[config.mk]
export PLATFORM = sky130hd
export DESIGN_NAME = spi_serf
export DESIGN_NICKNAME = d
export VERILOG_FILES = /design/src/rtl/spi_serf.sv
export SDC_FILE = /design/constraint.sdc
export NUM_CORES = 1
export LEC_CHECK = 0
export CAP_MARGIN = 20
export CELL_PAD_IN_SITES_DETAIL_PLACEMENT = 2
export CELL_PAD_IN_SITES_GLOBAL_PLACEMENT = 2
export CORE_MARGIN = 3
export CORE_UTILIZATION = 42
export DETAILED_ROUTE_END_ITERATION = 10
export DONT_BUFFER_PORTS = 1
export PLACE_DENSITY_LB_ADDON = 0.1
export SYNTH_ARGS = -nofsm -noshare
export SYNTH_HDL_FRONTEND = slang
export SYNTH_SLANG_ARGS = --single-unit
[constraint.sdc]
create_clock -name clk -period 4.99 [get_ports clk]
set_input_delay 0.2495 -clock clk [delete_from_list [all_inputs] [get_ports clk]]
set_output_delay 0.2495 -clock clk [all_outputs]
set_load 0.05 [all_outputs]
[src/rtl/spi_serf.sv]
// spi_serf: SPI mode-3 register slave ("serf") with a 16 x 8 register file.
//   Frame (MSB first): bit15 = R/W (1 = read), bits14:8 = addr, bits7:0 = wdata.
//   Address 0x0F is a read-only WHO_AM_I (0x6A); addr[6:4] != 0 is out of range.
// Ports:
//   clk, rst        system clock, async active-high reset
//   SS_n, SCLK, MOSI  SPI inputs, asynchronous to clk (synchronized internally)
//   MISO            read data, MSB first on frame bits 7..0
//   wr_strb         1-clk pulse on write commit; wr_addr/wr_data hold last commit
//   frm_err         1-clk pulse when SS_n rises before 16 SCLK rises
//   busy            high while a frame is in progress
module spi_serf (
    input  logic       clk,
    input  logic       rst,
    input  logic       SS_n,
    input  logic       SCLK,
    input  logic       MOSI,
    output logic       MISO,
    output logic       wr_strb,
    output logic [6:0] wr_addr,
    output logic [7:0] wr_data,
    output logic       frm_err,
    output logic       busy
);
    typedef enum logic [1:0] {IDLE, CMD, DATA, HOLD} state_t;
    localparam logic [7:0] WHO_AM_I = 8'h6A;

    // Synchronizers: [0],[1] metastability, [2] previous value for edge detect.
    logic [2:0] ss_q, ss_d, sclk_q, sclk_d, mosi_q, mosi_d;
    // ok_q fills with ones after reset; once ok_q[2] is set the synchronizer
    // holds real samples rather than reset values.
    logic [2:0] ok_q, ok_d;
    // A frame may only start after SS_n has been seen high, so a reset that
    // lands mid-frame does not pick up the tail of that frame.
    logic       armed_q, armed_d;
    state_t     state_q, state_d;
    logic [4:0] cnt_q, cnt_d;
    logic [15:0] rx_q, rx_d;
    logic [7:0] tx_q, tx_d;
    logic [7:0] regs_q [16];
    logic [7:0] regs_d [16];
    logic       miso_q, miso_d, wr_strb_q, wr_strb_d, frm_err_q, frm_err_d, busy_q, busy_d;
    logic [6:0] wr_addr_q, wr_addr_d;
    logic [7:0] wr_data_q, wr_data_d;

    logic        ss_fall, ss_rise, sclk_rise, sclk_fall;
    logic [15:0] rx_shift;
    logic [7:0]  rd_val;

    always_comb begin
        ss_d    = {ss_q[1:0], SS_n};
        sclk_d  = {sclk_q[1:0], SCLK};
        mosi_d  = {mosi_q[1:0], MOSI};
        ok_d    = {ok_q[1:0], 1'b1};
        armed_d = armed_q | (ok_q[2] & ss_q[1]);

        ss_fall   = ss_q[2] & ~ss_q[1];
        ss_rise   = ~ss_q[2] & ss_q[1];
        sclk_rise = ~sclk_q[2] & sclk_q[1];
        sclk_fall = sclk_q[2] & ~sclk_q[1];

        // On the 8th rise rx_shift[7:0] holds {R/W, addr[6:0]}.
        rx_shift = {rx_q[14:0], mosi_q[2]};
        if (rx_shift[6:4] != 3'd0)      rd_val = 8'h00;
        else if (rx_shift[3:0] == 4'hF) rd_val = WHO_AM_I;
        else                            rd_val = regs_q[rx_shift[3:0]];

        state_d   = state_q;
        cnt_d     = cnt_q;
        rx_d      = rx_q;
        tx_d      = tx_q;
        regs_d    = regs_q;
        wr_strb_d = 1'b0;
        frm_err_d = 1'b0;
        wr_addr_d = wr_addr_q;
        wr_data_d = wr_data_q;

        if (ss_rise && state_q != IDLE) begin
            state_d = IDLE;
            tx_d    = 8'h00;
            if (state_q == HOLD) begin
                if (!rx_q[15] && rx_q[14:12] == 3'd0 && rx_q[11:8] != 4'hF) begin
                    regs_d[rx_q[11:8]] = rx_q[7:0];
                    wr_strb_d = 1'b1;
                    wr_addr_d = rx_q[14:8];
                    wr_data_d = rx_q[7:0];
                end
            end else begin
                frm_err_d = 1'b1;
            end
        end else if (state_q == IDLE) begin
            if (ss_fall && armed_q) begin
                state_d = CMD;
                cnt_d   = 5'd0;
                rx_d    = 16'h0000;
                tx_d    = 8'h00;
            end
        end else begin
            // Rises past the 16th are dropped so the frame stays intact.
            if (sclk_rise && cnt_q < 5'd16) begin
                rx_d  = rx_shift;
                cnt_d = cnt_q + 5'd1;
                if (cnt_q == 5'd7) begin
                    state_d = DATA;
                    if (rx_shift[7]) tx_d = rd_val;
                end
                if (cnt_q == 5'd15) state_d = HOLD;
            end
            // Shift on falls following rises 9..15 so bit n is set up before its rise.
            if (sclk_fall && cnt_q >= 5'd9 && cnt_q <= 5'd15)
                tx_d = {tx_q[6:0], 1'b0};
        end

        miso_d = (state_d == DATA || state_d == HOLD) && tx_d[7];
        busy_d = (state_d != IDLE);
    end

    always_ff @(posedge clk or posedge rst) begin
        if (rst) begin
            ss_q      <= 3'b111;
            sclk_q    <= 3'b111;
            mosi_q    <= 3'b000;
            ok_q      <= 3'b000;
            armed_q   <= 1'b0;
            state_q   <= IDLE;
            cnt_q     <= 5'd0;
            rx_q      <= 16'h0000;
            tx_q      <= 8'h00;
            regs_q    <= '{default: 8'h00};
            miso_q    <= 1'b0;
            wr_strb_q <= 1'b0;
            frm_err_q <= 1'b0;
            busy_q    <= 1'b0;
            wr_addr_q <= 7'd0;
            wr_data_q <= 8'h00;
        end else begin
            ss_q      <= ss_d;
            sclk_q    <= sclk_d;
            mosi_q    <= mosi_d;
            ok_q      <= ok_d;
            armed_q   <= armed_d;
            state_q   <= state_d;
            cnt_q     <= cnt_d;
            rx_q      <= rx_d;
            tx_q      <= tx_d;
            regs_q    <= regs_d;
            miso_q    <= miso_d;
            wr_strb_q <= wr_strb_d;
            frm_err_q <= frm_err_d;
            busy_q    <= busy_d;
            wr_addr_q <= wr_addr_d;
            wr_data_q <= wr_data_d;
        end
    end

    assign MISO    = miso_q;
    assign wr_strb = wr_strb_q;
    assign wr_addr = wr_addr_q;
    assign wr_data = wr_data_q;
    assign frm_err = frm_err_q;
    assign busy    = busy_q;
endmodule
# ---- Yosys cells after proc, flatten, opt, wreduce, memory -nomap -nowiden
# Cells that the tools add are included.
dict set report word_totals {
  input_bits 5
  out_inout_bits 19
  ff_bits 191
  wordCells 116
}
dict set report classes {
  n_reduce_logical 23
  n_mux 32
  order_cmp 6
  eq_ne 9
  addsub 1
  n_bitwise 13
}
# cell n
set op_table {}
lappend op_table {{bitwise mux 128 bit} 1}
lappend op_table {{2-to-1 mux 8 bit} 12}
lappend op_table {{2-to-1 mux 16 bit} 3}
lappend op_table {{binary-select mux 8 bit (select 4 bit)} 1}
lappend op_table {{demux 8 bit (select 4 bit)} 1}
lappend op_table {{2-to-1 mux 5 bit} 3}
lappend op_table {{2-to-1 mux 2 bit} 6}
lappend op_table {{nonzero test 4 bit} 3}
lappend op_table {{greater-or-equal comparator 5 bit, second input constant} 2}
lappend op_table {{inverter 4 -> 5 bit} 2}
lappend op_table {{logical AND 1 bit} 9}
lappend op_table {{equality test 2 bit, second input constant} 3}
lappend op_table {{AND reduction 3 bit} 2}
lappend op_table {{nonzero test 2 bit} 3}
lappend op_table {{adder 5 x 1 -> 5 bit, second input constant} 1}
lappend op_table {{bitwise AND 1 bit} 5}
lappend op_table {{equality test 5 x 3 -> 1 bit, second input constant} 1}
lappend op_table {{equality test 5 x 4 -> 1 bit, second input constant} 1}
lappend op_table {{greater-or-equal comparator 5 x 4 -> 1 bit, second input constant} 1}
lappend op_table {{less-or-equal comparator 5 x 4 -> 1 bit, second input constant} 1}
lappend op_table {{less-than comparator 5 x 1 -> 1 bit, second input constant} 1}
lappend op_table {{less-than comparator 5 bit, second input constant} 1}
lappend op_table {{2-to-1 mux 1 bit} 5}
lappend op_table {{inverter 1 bit} 5}
lappend op_table {{11 further kinds} 11}

# ---- Logic depth before layout (Yosys ltp)
# Gate-level depths: netlist (run 1).
dict set report depth {
  ltp_word 13
  depth_mapped 9
  ltp_nobuf 7
}

# ---- Worst setup path after synthesis (run 1)
# OpenSTA, ideal clock, no wires.
dict set report synth_timing {
  path_kind {flip-flop to flip-flop}
  start {reg ss_q[1]}
  end {reg regs_q[72] (netlist bit)}
  synth_period_minus_slack_ns 2.258
  setup_slack_ns 2.732
  t_arrival_ns 2.133
  stages_incl_launch_ff 7
  n_path_buf 1
  setup_ns 0.125
  t_required_ns 4.865
  path_cell_list {dfstp_2 -> nor2b_1 -> nand4b_1 -> or3b_1 -> buf_6 -> nor3b_4 -> mux2_2}
}
dict set report synth_via {
  elab_chain_len 3
}
# item line
set synth_rtl {}
lappend synth_rtl {{start, declared} 28} ;# logic [2:0] ss_q, ss_d, sclk_q, sclk_d, mosi_q, mosi_d;
lappend synth_rtl {{start signal, assigned} 136} ;# ss_q <= ss_d;
lappend synth_rtl {{bitwise AND 1 bit} 57} ;# ss_rise = ~ss_q[2] & ss_q[1];
lappend synth_rtl {{logical AND 1 bit} 77} ;# if (ss_rise && state_q != IDLE) begin
lappend synth_rtl {{AND reduction 3 bit (no source line)} -}
lappend synth_rtl {{end signal, assigned} 145} ;# regs_q <= regs_d;
lappend synth_rtl {{end, declared} 39} ;# logic [7:0] regs_q [16];
# Every way passes these cells.
# A chain may end at the register's enable or synchronous reset.

# ---- Worst setup path in the final report (run 1)
dict set report layout_timing {
  start {reg mosi_q[2]}
  end {reg miso_q (netlist: MISO)}
}
dict set report layout_via {
  elab_chain_len 13
  elab_cells_between_ends 14
  cone_classes {1 x eq/ne; 11 x mux; 1 x bitwise; 1 x reduce/logical}
}
# item line
set layout_rtl {}
lappend layout_rtl {{start, declared} 28}
lappend layout_rtl {{start signal, assigned} 138} ;# mosi_q <= mosi_d;
lappend layout_rtl {{inverter 4 -> 5 bit (implied by the code)} 65} ;# else rd_val = regs_q[rx_shift[3:0]];
lappend layout_rtl {{binary-select mux 8 bit (select 4 bit)} 65}
lappend layout_rtl {{2-to-1 mux 8 bit (implied by the code) (2 in a row)} 65}
lappend layout_rtl {{2-to-1 mux 8 bit (*)} 64} ;# else if (rx_shift[3:0] == 4'hF) rd_val = WHO_AM_I;
lappend layout_rtl {{2-to-1 mux 8 bit (*)} 63} ;# if (rx_shift[6:4] != 3'd0) rd_val = 8'h00;
lappend layout_rtl {{2-to-1 mux 8 bit (*)} 104} ;# if (rx_shift[7]) tx_d = rd_val;
lappend layout_rtl {{2-to-1 mux 8 bit (*)} 102} ;# if (cnt_q == 5'd7) begin
lappend layout_rtl {{2-to-1 mux 8 bit (*)} 99} ;# if (sclk_rise && cnt_q < 5'd16) begin
lappend layout_rtl {{2-to-1 mux 8 bit (*)} 109} ;# if (sclk_fall && cnt_q >= 5'd9 && cnt_q <= 5'd15)
lappend layout_rtl {{2-to-1 mux 8 bit (*)} 90} ;# end else if (state_q == IDLE) begin
lappend layout_rtl {{2-to-1 mux 8 bit (*)} 77}
lappend layout_rtl {{logical AND 1 bit (*)} 113} ;# miso_d = (state_d == DATA || state_d == HOLD) && tx_d[7];
lappend layout_rtl {{net miso_d} 41} ;# logic miso_q, miso_d, wr_strb_q, wr_strb_d, frm_err_q, frm_err_d, busy_q, busy_d;
lappend layout_rtl {{end signal, assigned} 146} ;# miso_q <= miso_d;
lappend layout_rtl {{end, declared} 41}
# The timed path passes the listed nets; every way through them passes the cells marked *. The select of a mux whose other input is x is not followed.

==> results of run 1 <==
==> how the worst max path moves through the flow <==
| stage | start | to | slack [ns] | cells after the start |
|---|---|---|---|---|
| final | mosi_q[2] | MISO | 2.07 | 6 |
| after global routing | mosi_q[2] | MISO | 1.86 | 6 |
| after CTS | mosi_q[2] | MISO | 1.99 | 6 |
| after detailed placement | mosi_q[2] | MISO | 2.01 | 6 |
| after global placement | mosi_q[2] | MISO | 2.05 | 6 |
| after floorplan | rst | MISO | 2.34 | 1 |
==> synthesized netlist by cell type, drive strengths merged, types with 2 or more instances <==
library cell / instances
a21o: 2
mux4: 26
nor2: 11
nor3b: 3
inv: 8
nand3: 5
and2: 7
nor3: 7
clkbuf: 23
xor2: 2
nand2: 20
nand4b: 2
a2bb2oi: 2
a221o: 6
dfrtp: 181
a21oi: 7
ha: 3
and3: 2
nand4: 3
nor2b: 4
a211oi: 5
nor4b: 2
buf: 16
dfstp: 6
mux2: 132
o21ai: 13
or3b: 3
a22o: 16
mux2i: 19
o22ai: 5
==> power by group through the flow <==
| stage | combinational, mW | clock [mW] | sequential (mW) |
|---|---|---|---|
| 3_3_place_gp | 0.166 | 0 | 1.60 |
| 3_5_place_dp | 0.173 | 0 | 1.61 |
| 4_1_cts | 0.178 | 1.50 | 1.58 |
| 2_1_floorplan | 0.133 | 0 | 1.58 |
| 6_report | 0.174 | 1.46 | 1.58 |
| 5_1_grt | 0.195 | 1.57 | 1.58 |
==> layer usage <==
| metal | wire length [um] | GRT usage (%) | part of all wire, % | vias up |
|---|---|---|---|---|
| met4 | 228 | 5.56 | 1.1 | 0 |
| met5 | 0 | 0 | 0 | - |
| met3 | 483 | 4.12 | 2.4 | 16 |
| li1 | - | - | - | 2029 |
| met1 | 8970 | 26.3 | 45 | 2572 |
| met2 | 10200 | 33.9 | 51 | 51 |
==> state kept, by name (all words and copies together) (netlist names) <==
register	count
regs_q	124
rx_q	16
tx_q	8
wr_data	8
wr_addr	7
cnt_q	5
mosi_q	3
ok_q	3
sclk_q	3
ss_q	3
state_q	2
MISO	1
armed_q	1
busy	1
frm_err	1
wr_strb	1
==> kinds of logic after synthesis <==
group,Yosys count
DFF,187
muxes,177
and+or+nand+nor,72
AOI/OAI and AO/OA,65
buffers and inverters,47
adders and majority gates,3
xor gates and xnor gates,3
other,1
==> final cells by class <==
| class | count | area (sq um) | share of cell area (%) |
|---|---|---|---|
| sequential | 187 | 4690 | 51.8 |
| multi-input combinational | 321 | 3260 | 36.0 |
| clock buffer | 19 | 453 | 5.01 |
| tap | 260 | 325 | 3.60 |
| clock inverter | 13 | 184 | 2.03 |
| timing repair buffer | 13 | 108 | 1.19 |
| inverter | 8 | 33.8 | 0.373 |
==> repair_timing <==
item / 4_1_cts / 5_1_grt
resized for setup: 0 / 0
endpoints found under the hold margin: 66 / 0
hold buffers: 4 / 0
setup endpoints to repair: 0 / 0
==> placed cells by master (no fill, tap or decap), drive strengths merged, types with 2 or more instances in the layout <==
cell and count:
nor3b 3, bufinv 3, inv 10, o21ai 13, a21o 2, nand4 3
dlygate4sd3 4, or3b 3, and3 2, clkbuf 19, nand4b 2, o22ai 5
nor2b 4, clkinvlp 3, mux2i 19, nor4b 2, a22o 16, nand3 5
dfrtp 181, dfstp 6, mux2 132, mux4 26, buf 9, and2 7
nor3 7, a211oi 5, xor2 2, a21oi 7, clkinv 5, a221o 6
nor2 11, nand2 20, a2bb2oi 2, ha 3
==> metrics by stage <==
step	hold slack, ns	power [mW]
4_1_cts	0.323	3.25
5_1_grt	0.334	3.34
6_report	0.352	3.21
3_3_place_gp	0.254	1.77
3_5_place_dp	0.254	1.78
2_1_floorplan	0.254	1.72
==> critical path, delay by kind of cell (launching register included) <==
family	cells	cell delay [ns]
mux	1	0.52
buf+inv	1	0.34
compound gates	4	0.89
flops	1	1.01
==> parameters.txt, run 1 <==
Parameter                              Value

GRT
  Number of global-route vias before repair ... 5280
  Overall track demand over capacity in global routing ... 20.0%
  Pin count of the biggest net entering global routing ... 77
  Number of antenna violations at the first check in global routing ... 0
  First-pass GRT wire length ... 32200 um
  Remaining Overflow, GRT ... 0

Clock network
  Buffers from clock root to sink, at most ... 2
  Total number of clock tree sinks ... 187
  Cell at the root of the clock tree ... clkbuf_16
  CTS buffer count ... 17
  Reg clk slew, reported paths ... 0.07 ns
  Insertion delay of the later-clocked pin in the worst-skew pair ... 0.45 ns
  CTS tree ... built
  Post-CTS Setup Repair Bufs ... 0
  Count of H-tree levels built during CTS ... 4

Critical path
  Critical setup path kind ... flip-flop to flip-flop
  Largest stage delay, worst path ... 1.01 ns
  Master of the slowest instance on the critical path ... dfrtp_2
  Biggest fanout along the worst timing path ... 32
  Cell-by-cell trace of the critical path ... buf_4 -> mux4_2 -> a2bb2oi_1 -> a22o_1 -> a221oi_1 -> a2111oi_0
  Number of cell instances on the worst register-to-register path ... 6
  Terminus of the critical flop-to-flop path ... MISO
  Slack of the worst reg-to-reg path ... 2.07 ns
  Reg2Reg Launch Point ... mosi_q[2]
  Data arrival time at the worst-slack endpoint ... 3.21 ns
  Category of the worst setup path capture point ... flip-flop
  WP data required ... 5.28 ns
  Critical path launch point type ... flip-flop

Power
  Net load switching power ... 0.787 mW
  Switching share of power ... 24.6%
  Combinational share of power ... 5.4%
  Internal cell power ... 2.42 mW
  Total power divided by cell area ... 354 nW/um^2
  Reported leakage power ... 4.24 nW
  Worst vdd rail ir drop ... 0.236 mV
  Clock Power Share ... 45.4%
  Sequential share of power ... 49.1%

Synth
  Main flop type after synthesis ... dfrtp_1
  Mux contribution to synthesized area ... 27.8%
  Compound-gate portion of the synthesized area ... 5.84%
  Fraction of synthesized cell area taken by the top area cell type ... 55.7%
  Number of warnings issued by yosys ... 0
  Post-Syn Nets ... 563
  Parity-gate share of the synthesized area counting xor and xnor cells ... 0.323%
  Share of flip-flops with an asynchronous set or reset after synthesis ... 100%
  Post-Synthesis Mean Instance Area ... 14.7 sq um
  Proportion of synthesized chip area in sequential cells ... 57.6%
  Number of synthesized register bits ... 187
  Number of flops mapped to enable cells by yosys ... 0
  Simple-gate share of the synthesized area ... 5.54%
  Top cells by area, synth ... dfrtp_1 (56%), mux2_2 (18%), mux4_2 (7.2%)
  Mapped cell area ... 8140 sq um
  Number of unique standard cell types used by synthesis ... 55
  Post-Synthesis Cells ... 555
  Top cell type by total area after synthesis ... dfrtp_1
  Dominant combinational cell family by area after synthesis ... multiplexers
  Adder-cell area share of the yosys netlist ... 0.461%

Placed design
  Placed standard-cell area ... 8360 sq um
  Port Buffers ... 0
  Number of placed instances, taps included ... 784
  HPWL after DPL ... 12800 um
  Worst slack at placement ... 2.01 ns
  Global placer's final weighted congestion ... 0.743

STA
  Peak clock frequency supported by timing ... 343 MHz
  Fin Setup TNS ... 0 ns
  Slack of the critical path ... 2.07 ns
  Final setup fails ... 0
  Max Clock Skew ... 0.0156 ns
  Final period util ... 58.4%
  Max-slew violation count ... 0
  Worst max-slew margin expressed relative to the limit ... 32.6%
  Count of final hold-check violations ... 0
  Pin slew with the least headroom to its limit ... 1.01 ns
  Final min period ... 2.92 ns
  Unrepaired setup endpoints after global routing ... false

Detailed routing
  DRC violation count after routing ... 0
  Iteration count of the initial detailed-routing pass ... 4
  Aggregate routed wire length ... 19900 um
  Average wire length per cell after detail routing ... 24.2 um
  Via Count ... 4668
  Drt first-iter violations ... 225
  Detail Route Antenna Nets ... 0
  Drt via density ... 5.69

Floorplan
  Top-Level Pins ... 24
  Row count ... 50
  Die Footprint ... 21100 sq um
  Die span in x ... 145 um
  Initial Utilization ... 43.1%
  Core footprint ... 18900 sq um
  Die outline height ... 145 um

Final layout
  Total of fill cells in the finished design ... 1788
  Layout Utilization ... 47.9%
  Number of diodes ... 0
  Fin cells ... 821
  Net count of the finished layout ... 556
  Area grow syn2layout ... 11.2%
  Layout cells sized above 1 ... 39.2%
  Finished layout cell area ... 9050 sq um

Outcome
  Status ... finished, final reports clean

Run
  Number of maximum-capacitance constraint violations ... 0

Worst hold path
  Worst hold path depth ... 0
  Worst hold endpoint ... mosi_q[1]
  Min-delay worst type ... flip-flop to flip-flop
  Startpoint of the lowest-slack hold path ... mosi_q[0]
(Power assumes the default switching activity.)
==> run 2: changes to the inputs <==
==> constraint.sdc (replaced) <==
create_clock -name clk -period 2.4 [get_ports clk]
set_input_delay 0.12 -clock clk [delete_from_list [all_inputs] [get_ports clk]]
set_output_delay 0.12 -clock clk [all_outputs]
set_load 0.05 [all_outputs]
==> parameters.txt, run 2 (same netlist as run 1, synthesis figures left out) <==
Parameter                              Value

Clock network
  Buffers from clock root to sink, at most ... 2 (unchanged)
  CTS tree ... built
  Reg clk slew, reported paths ... 0.08 ns (about the same)
  Cell at the root of the clock tree ... clkbuf_16
  Insertion delay of the later-clocked pin in the worst-skew pair ... 0.44 ns (about the same)
  Total number of clock tree sinks ... 187 (unchanged)
  Count of H-tree levels built during CTS ... 4 (unchanged)
  CTS buffer count ... 17 (unchanged)

STA
  Final min period ... 2.35 ns (-0.564 ns)
  Unrepaired setup endpoints after global routing ... true
  Peak clock frequency supported by timing ... 425 MHz (+24%)
  Count of final hold-check violations ... 0 (unchanged)
  Final period util ... 98.0% (+40 points)
  Worst max-slew margin expressed relative to the limit ... 42.4% (+9.9 points)
  Max-slew violation count ... 0 (unchanged)
  Slack of the critical path ... 0.0476 ns (-2.03 ns)
  Pin slew with the least headroom to its limit ... 0.854 ns (-0.157 ns)
  Max Clock Skew ... 0.0107 ns (-0.00492 ns)
  Hold Worst Slack ... 0.227 ns (-0.125 ns)
  Final setup fails ... 0 (unchanged)
  Fin Setup TNS ... 0 ns (unchanged)

Critical path
  Cell family with most CP delay ... simple AND/OR/NAND/NOR gates
  Cell-by-cell trace of the critical path ... or3b_2 -> nor4b_4 -> buf_4 -> nand4_1 -> a211oi_1 -> a221o_1
  Critical path launch point type ... flip-flop
  Number of cell instances on the worst register-to-register path ... 6 (unchanged)
  Data arrival time at the worst-slack endpoint ... 2.72 ns (-0.49 ns)
  Master of the slowest instance on the critical path ... dfstp_2
  WP data required ... 2.77 ns (-2.51 ns)
  Category of the worst setup path capture point ... flip-flop
  Total buffers and inverters traversed by the critical path ... 1 (unchanged)
  Stages on the worst setup path ... 6 (unchanged)
  Critical setup path kind ... flip-flop to flip-flop
  Biggest fanout along the worst timing path ... 5 (-84%)
  Largest stage delay, worst path ... 0.55 ns (-0.46 ns)

Final layout
  Storage cell area ... 4690 sq um (unchanged)
  Largest registers in the final layout ... regs_q (124), rx_q (16)
  Area grow syn2layout ... 16.1%
  Number of flip-flops under the largest register name ... 124 (unchanged)
  Most common library cell in the layout ignoring fill and taps ... dfrtp_1
  Area taken by multi-input logic gates ... 3270 sq um (+0.54%)
  Finished layout cell area ... 9450 sq um (+4.4%)
  Layout cells sized above 1 ... 43.7% (+4.5 points)
  Layout Utilization ... 50.0% (+2.1 points)
  Total of fill cells in the finished design ... 1786 (-0.11%)
  Number of diodes ... 0 (unchanged)
  Most flop-heavy register ... regs_q
  Net count of the finished layout ... 595 (+7.0%)
  Commonest cells after routing, fill and taps aside ... dfrtp_1 (180), mux2_2 (132), buf_4 (39), mux4_2 (26), mux2i_1 (19)

Placed design
  Worst slack at placement ... -0.0164 ns (-2.03 ns)
  Port Buffers ... 0 (unchanged)
  HPWL after DPL ... 14100 um (+10%)
  Global placer's final weighted congestion ... 0.806 (+8.5%)
  Placed standard-cell area ... 8780 sq um (+4.9%)

Detailed routing
  Drt via density ... 5.53 (-2.7%)
  Drt first-iter violations ... 106 (-53%)
  Detail Route Antenna Nets ... 0 (unchanged)
  Average wire length per cell after detail routing ... 24.5 um (+1.3%)
  Via Count ... 4758 (+1.9%)
  Aggregate routed wire length ... 21100 um (+6.1%)
  Iteration count of the initial detailed-routing pass ... 4 (unchanged)
  DRC violation count after routing ... 0 (unchanged)

Floorplan
  Initial Utilization ... 43.1% (unchanged)
  Row count ... 50 (unchanged)
  Core footprint ... 18900 sq um (unchanged)
  Die Footprint ... 21100 sq um (unchanged)
  Die span in x ... 145 um (unchanged)
  Die outline height ... 145 um (unchanged)
  Top-Level Pins ... 24 (unchanged)

Power
  Clock Power Share ... 44.0% (-1.4 points)
  Sequential share of power ... 49.1% (about the same)
  Net load switching power ... 1.73 mW (+120%)
  Internal cell power ... 4.89 mW (+100%)
  Switching share of power ... 26.2% (+1.6 points)
  Reported leakage power ... 4.47 nW (+5.5%)
  Combinational share of power ... 6.9% (+1.5 points)
  Total power divided by cell area ... 701 nW/um^2 (+98%)
  Worst vdd rail ir drop ... 0.451 mV (+91%)

GRT
  Pin count of the biggest net entering global routing ... 56 (-27%)
  First-pass GRT wire length ... 33700 um (+4.7%)
  Number of antenna violations at the first check in global routing ... 0 (unchanged)
  Number of global-route vias before repair ... 5618 (+6.4%)
  Remaining Overflow, GRT ... 0 (unchanged)
  Overall track demand over capacity in global routing ... 21.0% (+1.0 points)

Worst hold path
  Min-delay worst type ... primary input to flip-flop
  Worst hold path depth ... 1 (+1)

Outcome
  Status ... finished, final reports clean

Run
  Number of maximum-capacitance constraint violations ... 0 (unchanged)
run 2: cell count changes in the layout (fill, tap and decap cells not counted), sizes merged:
cell / previous run / this run
bufinv: 3 / 1
clkinvlp: 3 / 1
inv: 10 / 15
clkbuf: 19 / 18
buf: 9 / 48
run 2: cell type report:
cell class              instances  share of cell area [%]
clock buffers                  18                    4.65
clock inverters                14                    1.84
inverters                       8                   0.358
multi-input cells             321                    34.6
flip-flops and latches        187                    49.6
well taps                     260                    3.44
repair buffers                 52                    5.43
run 2: worst reg2reg max path, cell delays in order, from the launching register on:
cell,delay (ns)
dfstp_2,0.55
or3b_2,0.53
nor4b_4,0.29
buf_4,0.18
nand4_1,0.17
a211oi_1,0.39
a221o_1,0.17
run 2: final timing paths:
check                          start          to  slack, ns
max                        sclk_q[1]     tx_q[4]       0.05
min reg2reg                mosi_q[1]   mosi_q[2]       0.36
max in group asynchronous        rst  regs_q[30]       1.44
min                             SS_n     ss_q[0]       0.23
min in group asynchronous        rst   mosi_q[0]       0.25
max reg2reg                sclk_q[1]     tx_q[4]       0.05
run 2: power groups by stage:
stage          Sequential [mW]  Combinational (mW)  Clock, mW
5_1_grt                   3.26               0.506       3.13
3_5_place_dp              3.31               0.454          0
6_report                  3.25               0.460       2.91
2_1_floorplan             3.29               0.276          0
3_3_place_gp              3.31               0.435          0
4_1_cts                   3.25               0.467       2.99
run 2: stage by stage:
step	std cells	power [mW]
after global placement	824	3.74
after CTS	860	6.71
after floorplan	555	3.57
after detailed placement	824	3.77
final	860	6.62
after global routing	860	6.90
run 2: repair_timing:
item,in CTS,in global routing
endpoints found under the setup margin,11,19
setup buffers,0,0
hold buffers,4,0
resized for setup,2,2
hold endpoints to repair,24,0
run 2: metal layers:
metal  global-route usage (%)  wire length (um)  vias to the layer above
met5                        0                 0                        -
met4                     5.75               294                        0
met1                     27.4              9440                     2579
li1                         -                 -                     2113
met2                     36.2             10900                       48
met3                     3.97               466                       18
